## src/rtl/snn_report_pkg.sv

```systemverilog
// Shared types and helpers for the inference-report scheduler.
package snn_report_pkg;

  typedef enum logic [2:0] {
    IDLE = 3'd0,
    SNAP = 3'd1,
    SCAN = 3'd2,
    SEND = 3'd3,
    WAIT = 3'd4,
    DONE = 3'd5
  } state_t;

  localparam logic [7:0] DEFAULT_HEADER_BYTE = 8'hA5;
  localparam int         IDX_W               = 4;

  // Counts wider than a byte are clipped to 8'hFF rather than wrapped.
  function automatic logic [7:0] sat8(input logic [15:0] count);
    return (count > 16'd255) ? 8'hFF : count[7:0];
  endfunction

endpackage

```

## src/rtl/report_argmax_seq.sv

```systemverilog
// Sequential argmax over a value stream presented one element per cycle.
// o_best_idx already accounts for the element on the inputs this cycle.
module report_argmax_seq
  import snn_report_pkg::*;
#(
  parameter int VAL_W = 8
) (
  input  logic             i_clk,
  input  logic             i_rst,
  input  logic             i_valid,
  input  logic             i_first,
  input  logic             i_last,
  input  logic [VAL_W-1:0] i_value,
  input  logic [IDX_W-1:0] i_index,
  output logic [IDX_W-1:0] o_best_idx,
  output logic             o_done
);

  logic [VAL_W-1:0] r_best_val;
  logic [IDX_W-1:0] r_best_idx;
  logic             w_take;

  // Strict compare: on a tie the earlier (lower) index is kept.
  assign w_take     = i_first || (i_value > r_best_val);
  assign o_best_idx = w_take ? i_index : r_best_idx;
  assign o_done     = i_valid && i_last;

  always_ff @(posedge i_clk or posedge i_rst) begin
    if (i_rst) begin
      r_best_val <= '0;
      r_best_idx <= '0;
    end else if (i_valid && w_take) begin
      r_best_val <= i_value;
      r_best_idx <= i_index;
    end
  end

endmodule

```

## src/rtl/uart_report_scheduler.sv

```systemverilog
// Snapshots spike counters, finds the winning class and streams the report
// byte-by-byte to the UART. Define REPORT_CHECKSUM_EN to append an XOR byte.
// Handshake: tx_go pulses once per byte; tx_data stays put until tx_done.
module uart_report_scheduler
  import snn_report_pkg::*;
#(
  parameter int         NUM_CLASSES = 10,
  parameter int         CNT_W       = 8,
  parameter logic [7:0] HEADER_BYTE = DEFAULT_HEADER_BYTE
) (
  input  logic                         SNN_CLK,
  input  logic                         RST,
  input  logic                         start,
  input  logic [NUM_CLASSES*CNT_W-1:0] counters,
  input  logic                         tx_done,
  output logic                         tx_go,
  output logic [7:0]                   tx_data,
  output logic                         busy,
  output logic [3:0]                   winner,
  output logic                         winner_valid,
  output logic                         report_done
);

`ifdef REPORT_CHECKSUM_EN
  localparam int LAST_PTR = NUM_CLASSES + 2;
`else
  localparam int LAST_PTR = NUM_CLASSES + 1;
`endif
  localparam logic [4:0] NC_P     = 5'(NUM_CLASSES);
  localparam logic [4:0] WIN_P    = 5'(NUM_CLASSES + 1);
  localparam logic [4:0] LAST_P   = 5'(LAST_PTR);
  localparam logic [3:0] LAST_IDX = 4'(NUM_CLASSES - 1);

  state_t           r_state;
  state_t           w_state_nxt;
  logic [CNT_W-1:0] r_snap [NUM_CLASSES];
  logic [3:0]       r_idx;
  logic [4:0]       r_ptr;
  logic [4:0]       w_ptr_nxt;
  logic             w_snap_en;
  logic             w_load;
  logic [7:0]       r_tx_data;
  logic             r_tx_go;
  logic [3:0]       r_winner;
  logic             r_winner_valid;
  logic [7:0]       w_byte;
  logic [3:0]       w_cls;
  logic [15:0]      w_cnt16;
  logic             w_scan_valid;
  logic             w_scan_first;
  logic             w_scan_last;
  logic [3:0]       w_scan_idx;
  logic [CNT_W-1:0] w_scan_val;
  logic [3:0]       w_best_idx;
  logic             w_scan_done;
`ifdef REPORT_CHECKSUM_EN
  logic [7:0]       r_csum;
`endif

  always_comb begin
    w_state_nxt = r_state;
    w_snap_en   = 1'b0;
    w_load      = 1'b0;
    w_ptr_nxt   = r_ptr;
    case (r_state)
      IDLE: begin
        if (start) begin
          w_snap_en   = 1'b1;
          w_state_nxt = SNAP;
        end
      end
      SNAP: w_state_nxt = SCAN;
      SCAN: begin
        if (r_idx == LAST_IDX) begin
          w_state_nxt = SEND;
          w_load      = 1'b1;
          w_ptr_nxt   = 5'd0;
        end
      end
      SEND: w_state_nxt = WAIT;
      WAIT: begin
        if (tx_done) begin
          if (r_ptr == LAST_P) begin
            w_state_nxt = DONE;
          end else begin
            w_state_nxt = SEND;
            w_load      = 1'b1;
            w_ptr_nxt   = r_ptr + 5'd1;
          end
        end
      end
      DONE:    w_state_nxt = IDLE;
      default: w_state_nxt = IDLE;
    endcase
  end

  // SNAP seeds the comparator with class 0; SCAN then walks classes 1..N-1.
  assign w_scan_first = (r_state == SNAP);
  assign w_scan_valid = (r_state == SNAP) || (r_state == SCAN);
  assign w_scan_last  = (r_state == SCAN) && (r_idx == LAST_IDX);
  assign w_scan_idx   = w_scan_first ? 4'd0 : r_idx;
  assign w_scan_val   = r_snap[w_scan_idx];

  report_argmax_seq #(
    .VAL_W(CNT_W)
  ) u_argmax (
    .i_clk      (SNN_CLK),
    .i_rst      (RST),
    .i_valid    (w_scan_valid),
    .i_first    (w_scan_first),
    .i_last     (w_scan_last),
    .i_value    (w_scan_val),
    .i_index    (w_scan_idx),
    .o_best_idx (w_best_idx),
    .o_done     (w_scan_done)
  );

  // The byte is selected by the pointer being entered, so tx_data moves on
  // the edge into SEND and is already settled when tx_go rises.
  always_comb begin
    w_cls   = 4'd0;
    w_cnt16 = 16'd0;
    w_byte  = 8'h00;
    if ((w_ptr_nxt != 5'd0) && (w_ptr_nxt <= NC_P)) begin
      w_cls = 4'(w_ptr_nxt - 5'd1);
    end
    w_cnt16[CNT_W-1:0] = r_snap[w_cls];
    if (w_ptr_nxt == 5'd0) begin
      w_byte = HEADER_BYTE;
    end else if (w_ptr_nxt <= NC_P) begin
      w_byte = sat8(w_cnt16);
    end else if (w_ptr_nxt == WIN_P) begin
      w_byte = {4'b0000, r_winner};
    end else begin
`ifdef REPORT_CHECKSUM_EN
      w_byte = r_csum;
`else
      w_byte = 8'h00;
`endif
    end
  end

  always_ff @(posedge SNN_CLK or posedge RST) begin
    if (RST) begin
      for (int i = 0; i < NUM_CLASSES; i++) begin
        r_snap[i] <= '0;
      end
    end else if (w_snap_en) begin
      for (int i = 0; i < NUM_CLASSES; i++) begin
        r_snap[i] <= counters[i*CNT_W +: CNT_W];
      end
    end
  end

  always_ff @(posedge SNN_CLK or posedge RST) begin
    if (RST) begin
      r_state        <= IDLE;
      r_idx          <= 4'd0;
      r_ptr          <= 5'd0;
      r_tx_data      <= 8'h00;
      r_tx_go        <= 1'b0;
      r_winner       <= 4'd0;
      r_winner_valid <= 1'b0;
    end else begin
      r_state <= w_state_nxt;
      r_ptr   <= w_ptr_nxt;
      r_tx_go <= (r_state == SEND);
      if (r_state == SNAP) begin
        r_idx <= 4'd1;
      end else if ((r_state == SCAN) && (r_idx != LAST_IDX)) begin
        r_idx <= r_idx + 4'd1;
      end
      if (w_snap_en) begin
        r_winner_valid <= 1'b0;
      end else if (w_scan_done) begin
        r_winner_valid <= 1'b1;
        r_winner       <= w_best_idx;
      end
      if (w_load) begin
        r_tx_data <= w_byte;
      end
    end
  end

`ifdef REPORT_CHECKSUM_EN
  // Running XOR restarts with the header byte of each report.
  always_ff @(posedge SNN_CLK or posedge RST) begin
    if (RST) begin
      r_csum <= 8'h00;
    end else if (w_load) begin
      r_csum <= ((w_ptr_nxt == 5'd0) ? 8'h00 : r_csum) ^ w_byte;
    end
  end
`endif

  assign tx_go        = r_tx_go;
  assign tx_data      = r_tx_data;
  assign busy         = (r_state != IDLE) && (r_state != DONE);
  assign report_done  = (r_state == DONE);
  assign winner       = r_winner;
  assign winner_valid = r_winner_valid;

endmodule
```

## config.mk

```make
export PLATFORM = sky130hd
export DESIGN_NAME = uart_report_scheduler
export DESIGN_NICKNAME = d
export VERILOG_FILES = /design/src/rtl/snn_report_pkg.sv /design/src/rtl/report_argmax_seq.sv /design/src/rtl/uart_report_scheduler.sv
export SDC_FILE = /design/constraint.sdc
export NUM_CORES = 1
export LEC_CHECK = 0
export CORE_MARGIN = 2
export CORE_UTILIZATION = 55
export DETAILED_ROUTE_END_ITERATION = 10
export PLACE_DENSITY = 0.88
export SETUP_SLACK_MARGIN = 0.05
export SYNTH_ARGS = -nofsm -noshare
export SYNTH_HDL_FRONTEND = slang
export SYNTH_HIERARCHICAL = 1
export SYNTH_SLANG_ARGS = --single-unit
```

## constraint.sdc

```tcl
create_clock -name SNN_CLK -period 5.2 [get_ports SNN_CLK]
set_clock_uncertainty 0.15 [all_clocks]
set_input_delay 0.78 -clock SNN_CLK [delete_from_list [all_inputs] [get_ports SNN_CLK]]
set_output_delay 0.78 -clock SNN_CLK [all_outputs]
set_load 0.005 [all_outputs]
```

Word-level counts from Yosys, hierarchy flattened
Index checks and enable logic that the tools add are counted.
Widths: inputs -> output; s select.
- muxes and demuxes: 31
- reduce and logical (&&, ||, !) cells: 16
- bitwise gates (word level): 3
- $add $sub $neg: 3
- eq/ne operators: 13
- $lt $le $gt $ge: 4
- operators with widths (operator ; count):
    $bmux 8 s4 ; 2
    $mux 8 ; 6
    $mux 4 ; 6
    $mux 5 ; 3
    $pmux 3 s5 ; 1
    $mux 3 ; 4
    $eq 5x4->1 const B ; 2
    $ge 5x5->1 const B ; 2
    $not 4->5 ; 2
    $pmux 5 s2 ; 1
    $gt 8x8->1 ; 1
    $mux 1 ; 7
    $eq 3x2->1 const B ; 2
    $eq 3x3->1 const B ; 2
    $logic_and 1x1->1 ; 6
    $add 5x1->5 const B ; 1
    $le 5x4->1 const B ; 1
    $logic_not 5->1 ; 1
    $reduce_bool 5->1 ; 1
    $add 4x1->4 const B ; 1
    $eq 4x4->1 const B ; 1
    $ne 2x2->1 const B ; 2
    $ne 4x4->1 const B ; 1
    $reduce_bool 2->1 ; 2
    other kinds (11) ; 12
- register bits: 118
- output and inout bits: 16
- logic and storage cells: 89

Depth between registers and ports, before layout
Gate-level depths: netlist (run 1).
- word-level depth: 13
- mapped depth: 17
- mapped depth without buffers: 15

By module
Netlist (run 1), hierarchy kept.
- modules (own cells, without submodules) (module ; instances ; cells each ; area each (um^2) ; sequential area each (um^2)):
    uart_report_scheduler ; 1 ; 591 ; 6165.9 ; 2652.5
    report_argmax_seq ; 1 ; 77 ; 830.8 ; 300.3

Least setup slack after synthesis (run 1)
OpenSTA, ideal clock, no wires.
- path kind: reg-to-reg
- start point: reg r_state[2]
- end point: reg r_winner[0] (netlist: winner[0])
- required time: 4925 ps
- cell stages (with the launch flop): 16
- buffers on the path: 2
- arrival time: 3669 ps
- path slack: 1257 ps
- cell sequence: dfrtp_1 -> buf_2 -> nor2_1 -> nand2_1 -> nand2_1 -> buf_1 -> mux2i_1 -> o221ai_1 -> nand3_1 -> o21ai_0 -> ha_1 -> a2111oi_4 -> a21oi_2 -> o21ai_2 -> mux2_2 -> mux2_2
- cells in the longest elaborated chain, start to end: 9
- RTL lines (element ; RTL line ; text):
    start: declaration ; uart_report_scheduler.sv:34 ; state_t r_state;
    start signal: assignment ; uart_report_scheduler.sv:165 ; r_state <= w_state_nxt;
    $eq 3x1->1 ; uart_report_scheduler.sv:98 ; assign w_scan_first = (r_state == SNAP);
    $mux 4 ; uart_report_scheduler.sv:101 ; assign w_scan_idx = w_scan_first ? 4'd0 : r_idx;
    $not 4->5 (implied by the code) ; uart_report_scheduler.sv:102 ; assign w_scan_val = r_snap[w_scan_idx];
    $bmux 8 s4 ; uart_report_scheduler.sv:102 ;
    $mux 8 (implied by the code) (2 in series) ; uart_report_scheduler.sv:102 ;
    net w_scan_val[3] ; uart_report_scheduler.sv:53 ; logic [CNT_W-1:0] w_scan_val;
    $gt 8x8->1 ; report_argmax_seq.sv:24 ; assign w_take = i_first || (i_value > r_best_val);
    $logic_or 1x1->1 ; report_argmax_seq.sv:24 ;
    $mux 4 ; report_argmax_seq.sv:25 ; assign o_best_idx = w_take ? i_index : r_best_idx;
    net w_best_idx[0] ; uart_report_scheduler.sv:54 ; logic [3:0] w_best_idx;
    end signal: assignment ; uart_report_scheduler.sv:177 ; r_winner <= w_best_idx;
    end: declaration ; uart_report_scheduler.sv:44 ; logic [3:0] r_winner;
The timed path passes the listed nets, and every way through them passes these cells. The select of a mux whose other input is x is not followed.
A chain may end at the register's enable or synchronous reset.

Worst setup path in the final report (run 1)
- start point: reg r_idx[2]
- end point: reg r_tx_data[5] (netlist: tx_data[5])
- cells in the longest elaborated chain, start to end: 12
- RTL lines (element ; RTL line ; text):
    start: declaration ; uart_report_scheduler.sv:37 ; logic [3:0] r_idx;
    start signal: assignment ; uart_report_scheduler.sv:171 ; r_idx <= r_idx + 4'd1;
    $eq 4x4->1 (*) ; uart_report_scheduler.sv:74 ; if (r_idx == LAST_IDX) begin
    $mux 5 ; uart_report_scheduler.sv:74 ;
    $pmux 5 s2 ; uart_report_scheduler.sv:65 ; case (r_state)
    $le 5x4->1 or $reduce_bool 5->1 (tied branches) ; uart_report_scheduler.sv:124, uart_report_scheduler.sv:130 ;
    $logic_and 1x1->1 ; uart_report_scheduler.sv:124 ; if ((w_ptr_nxt != 5'd0) && (w_ptr_nxt <= NC_P)) begin
    $mux 4 ; uart_report_scheduler.sv:124 ;
    $not 4->5 (implied by the code) ; uart_report_scheduler.sv:127 ; w_cnt16[CNT_W-1:0] = r_snap[w_cls];
    $bmux 8 s4 ; uart_report_scheduler.sv:127 ;
    $mux 8 (implied by the code) (2 in series) ; uart_report_scheduler.sv:127 ;
    $mux 8 ; uart_report_scheduler.sv:130 ; end else if (w_ptr_nxt <= NC_P) begin
    $mux 8 ; uart_report_scheduler.sv:128 ; if (w_ptr_nxt == 5'd0) begin
    end signal: assignment ; uart_report_scheduler.sv:180 ; r_tx_data <= w_byte;
    end: declaration ; uart_report_scheduler.sv:42 ; logic [7:0] r_tx_data;
Mark *: on every way between the ends. The rest lies on a longest branch, timed or not. The select of a mux whose other input is x is not followed.

==> flow_summary_export.csv, run 1 <==
group,metric,value,unit
place,io_buffers,99,
worst_setup_path,start_kind,"register",
finish,final_layout_size_suffix_gt1_share,22.0,%
finish,areaGrowthSynthToFinish,24.1,%
route,drc,0,
pwr,powerDensity,813,nW/um^2
timing,slew_headroom,27.5,%
synth,synthFlopType,"dfrtp_1",
finish,final_area,8690,um^2
grt,antenna_found_initial,0,
cts,postCtsSetupRepairBufs,0,
floorplan,io_pins,100,
synth,synth-seq-area-share,42.2,%
synth,synth_cell_types,72,
timing,hold_slack,0.349,ns
grt,gr-total-overflow,0,
floorplan,die_x,117,um
place,gp_congestion,1.00,
synth,synth_edf_count,0,
cts,numCtsBuffers,17,
route,wirelength,21.0,mm
finish,antenna_cells,0,
pwr,combPwrFrac,58.1,%
route,vias,6039,
cts,cts_num_sinks,118,
grt,grt_pass1_vias,6008,
floorplan,die_height,117,um
pwr,internal-power,0.00391,W
cts,clk_latency,0.42,ns
synth,syn_inst,668,
timing,rsz0062_at_grt,"no",
flow_run,maxCapViolCount,0,
route,ant_nets,0,
cts,cts_hold_buf,0,
finish,nNetsFinal,862,
synth,async_flop_share,100,%
cts,cts.repair.resized,0,
worst_setup_path,criticalPathCategory,"register to register",
synth,yosysTopAreaCellShare,42.2,%
pwr,clockPowerShare,15.5,%
pwr,power_frac_seq,26.4,%
timing,final.setup.tns,0,ns
worst_setup_path,crit_fanout,17,
synth,synth_top_area_cell,"dfrtp_1",
floorplan,rows,41,
worst_setup_path,crit_required,5.34,ns
timing,slew_violations,0,
pwr,netSwitchingPower,0.00315,W
run_status,status,"finished clean",
place,place_hpwl,15.1,mm
timing,finalHoldViolCount,0,
floorplan,dieArea,13600,um^2
synth,synthTopCellsByArea,"dfrtp_1, mux2_2, mux2i_1",
route,wl_per_cell,22.2,um
synth,yosys_warnings,6,
worst_setup_path,worstRegToRegCells,13,
worst_setup_path,arrival,4.73,ns
grt,grt_usage,32.4,%
hold_path,hp-class,"register to register",
grt,grt_pass1_wl,32.8,mm
synth,ys_ff_latch,118,
route,vias_per_cell,6.38,
cts,cts_tree,"done",
worst_setup_path,endpoint_kind,"register",
cts,clock_path_buffers,2,
floorplan,core_area,12500,um^2
synth,synth.cell_area,7000,um^2
synth,syn-num-nets,765,
timing,setup_violations,0,
route,drt_iter0_markers,535,
hold_path,min_path_cells,2,
pwr,vdd_drop_max,0.424,mV
timing,worst_pin_slew,1.09,ns
cts,clk_pin_slew_worst_paths,0.05,ns
grt,grt_max_degree,83,
pwr,leakage,3.69,nW
place,dpl_cell_area,8150,um^2
synth,synth_area_per_cell,10.5,um^2
cts,cts_max_level,4,
floorplan,initial_core_util,55.9,%
pwr,sw_frac_of_total,44.6,%
route,first_pass_iters,5,
timing,max_freq,0.218,GHz
timing,fin_crit,4.59,ns
timing,post-route-period-util,88.3,%
cts,cts-root-buf,"clkbuf_16",
worst paths after layout:
check,start,endpoint,slack [ns]
min reg2reg,winner_valid$_DFFE_PP0P_,winner_valid$_DFFE_PP0P_,0.35
max in group asynchronous,RST,r_snap[71]$_DFFE_PP0P_,3.10
min,winner_valid$_DFFE_PP0P_,winner_valid$_DFFE_PP0P_,0.35
max,r_idx[2]$_DFFE_PP0P_,tx_data[5]$_DFFE_PP0P_,0.61
min in group asynchronous,RST,u_argmax/r_best_val[7]$_DFFE_PP0P_,0.62
max reg2reg,r_idx[2]$_DFFE_PP0P_,tx_data[5]$_DFFE_PP0P_,0.61
Yosys cell counts (8+ instances only):
cell      number
nor3_1        11
nand3_1       23
nand4_1        8
buf_2          9
a21oi_1       29
mux2_2        97
o22ai_2       10
mux2i_1       42
dfrtp_1      118
o21ai_0       22
o221ai_1      17
nor2_1        32
clkbuf_1      22
inv_1         22
o22ai_1       15
ha_1          13
nand2_1       55
layout make-up:
cell class,instances,area [um^2]
fill,926,3830
clock buffer,22,454
timing repair buffer,117,1130
multi-input combinational,484,3750
sequential,118,2950
tap,172,215
clock inverter,6,80.1
inverter,27,109
cell usage in the layout, fill, tap and decap left out, drive strengths merged, types with 6 or more instances in the layout:
master and count:
inv 25, nor2 34, o22ai 25, o21ai 26, nand3 23, mux2i 42
buf 18, nor3 12, nand4 8, nor2b 6, clkinv 6, clkbuf 22
dfrtp 118, mux2 99, clkdlybuf4s50 99, a21oi 30, ha 13, and3 6
o221ai 17, nand2 55
metal layers:
metal | track usage, % | part of all wire, % | vias up
met1 | 42.1 | 41 | 2958
met2 | 50.9 | 47 | 332
met4 | 15.4 | 4.4 | 0
met5 | 0 | 0 | -
li1 | - | - | 2673
met3 | 8.60 | 7.6 | 76
cells by family after synthesis:
kind of cell | Yosys count | synth area share, %
adder cells (fa/ha/maj) | 13 | 2.32
buffers and inverters | 66 | 4.29
flip-flops | 118 | 42.2
XOR/XNOR | 6 | 0.751
multiplexers | 141 | 22.0
AO/OA/AOI/OAI | 146 | 15.4
AND/OR/NAND/NOR | 178 | 13.0
sequential cells by signal, summed over array words and instances, names as in the netlist:
signal               flops
r_ptr                    5
u_argmax/r_best_idx      4
winner                   4
r_state                  3
u_argmax/r_best_val      8
tx_go                    1
tx_data                  8
winner_valid             1
r_snap                  80
r_idx                    4
stage by stage:
| stage | cells | power, W | worst slack [ns] | util [%] |
|---|---|---|---|---|
| 2_1_floorplan | 668 | 0.00469 | 1.26 | - |
| 3_3_place_gp | 918 | 0.00571 | 0.666 | 65.1 |
| 3_5_place_dp | 918 | 0.00585 | 0.553 | 65.1 |
| 4_1_cts | 946 | 0.00698 | 0.719 | 69.4 |
| 5_1_grt | 946 | 0.00749 | 0.421 | 69.4 |
| 6_report | 946 | 0.00706 | 0.611 | 69.4 |
critical path, stage by stage (launching register included):
cell and delay (ns):
dfrtp_1 0.78, nand3b_1 0.28, or2_1 0.23, inv_1 0.10
nor2_1 0.47, a22oi_1 0.20, ha_1 0.26, o21ai_1 0.35
nor2_4 0.11, or3_1 0.67, mux2_4 0.40, a221oi_2 0.22
a211o_1 0.17, a21oi_1 0.06
power by group through the flow:
stage                     sequential, W  clock (W)  combinational, W
after floorplan                 0.00162          0           0.00307
after global placement          0.00183          0           0.00388
after detailed placement        0.00185          0           0.00400
after CTS                       0.00184    0.00110           0.00404
after global routing            0.00191    0.00115           0.00444
final                           0.00186    0.00109           0.00411
Note: power is estimated with default switching activity, not from simulation.
==> run 2: changes to the inputs <==
--- a/config.mk
+++ b/config.mk
@@ -10,6 +10,7 @@
 export DETAILED_ROUTE_END_ITERATION = 10
 export PLACE_DENSITY = 0.88
 export SETUP_SLACK_MARGIN = 0.05
+export SKIP_LAST_GASP = 1
 export SYNTH_ARGS = -nofsm -noshare
 export SYNTH_HDL_FRONTEND = slang
 export SYNTH_HIERARCHICAL = 1
==> results of run 2 <==
No change in the layout: final DEF, timing and power equal those of run 1.
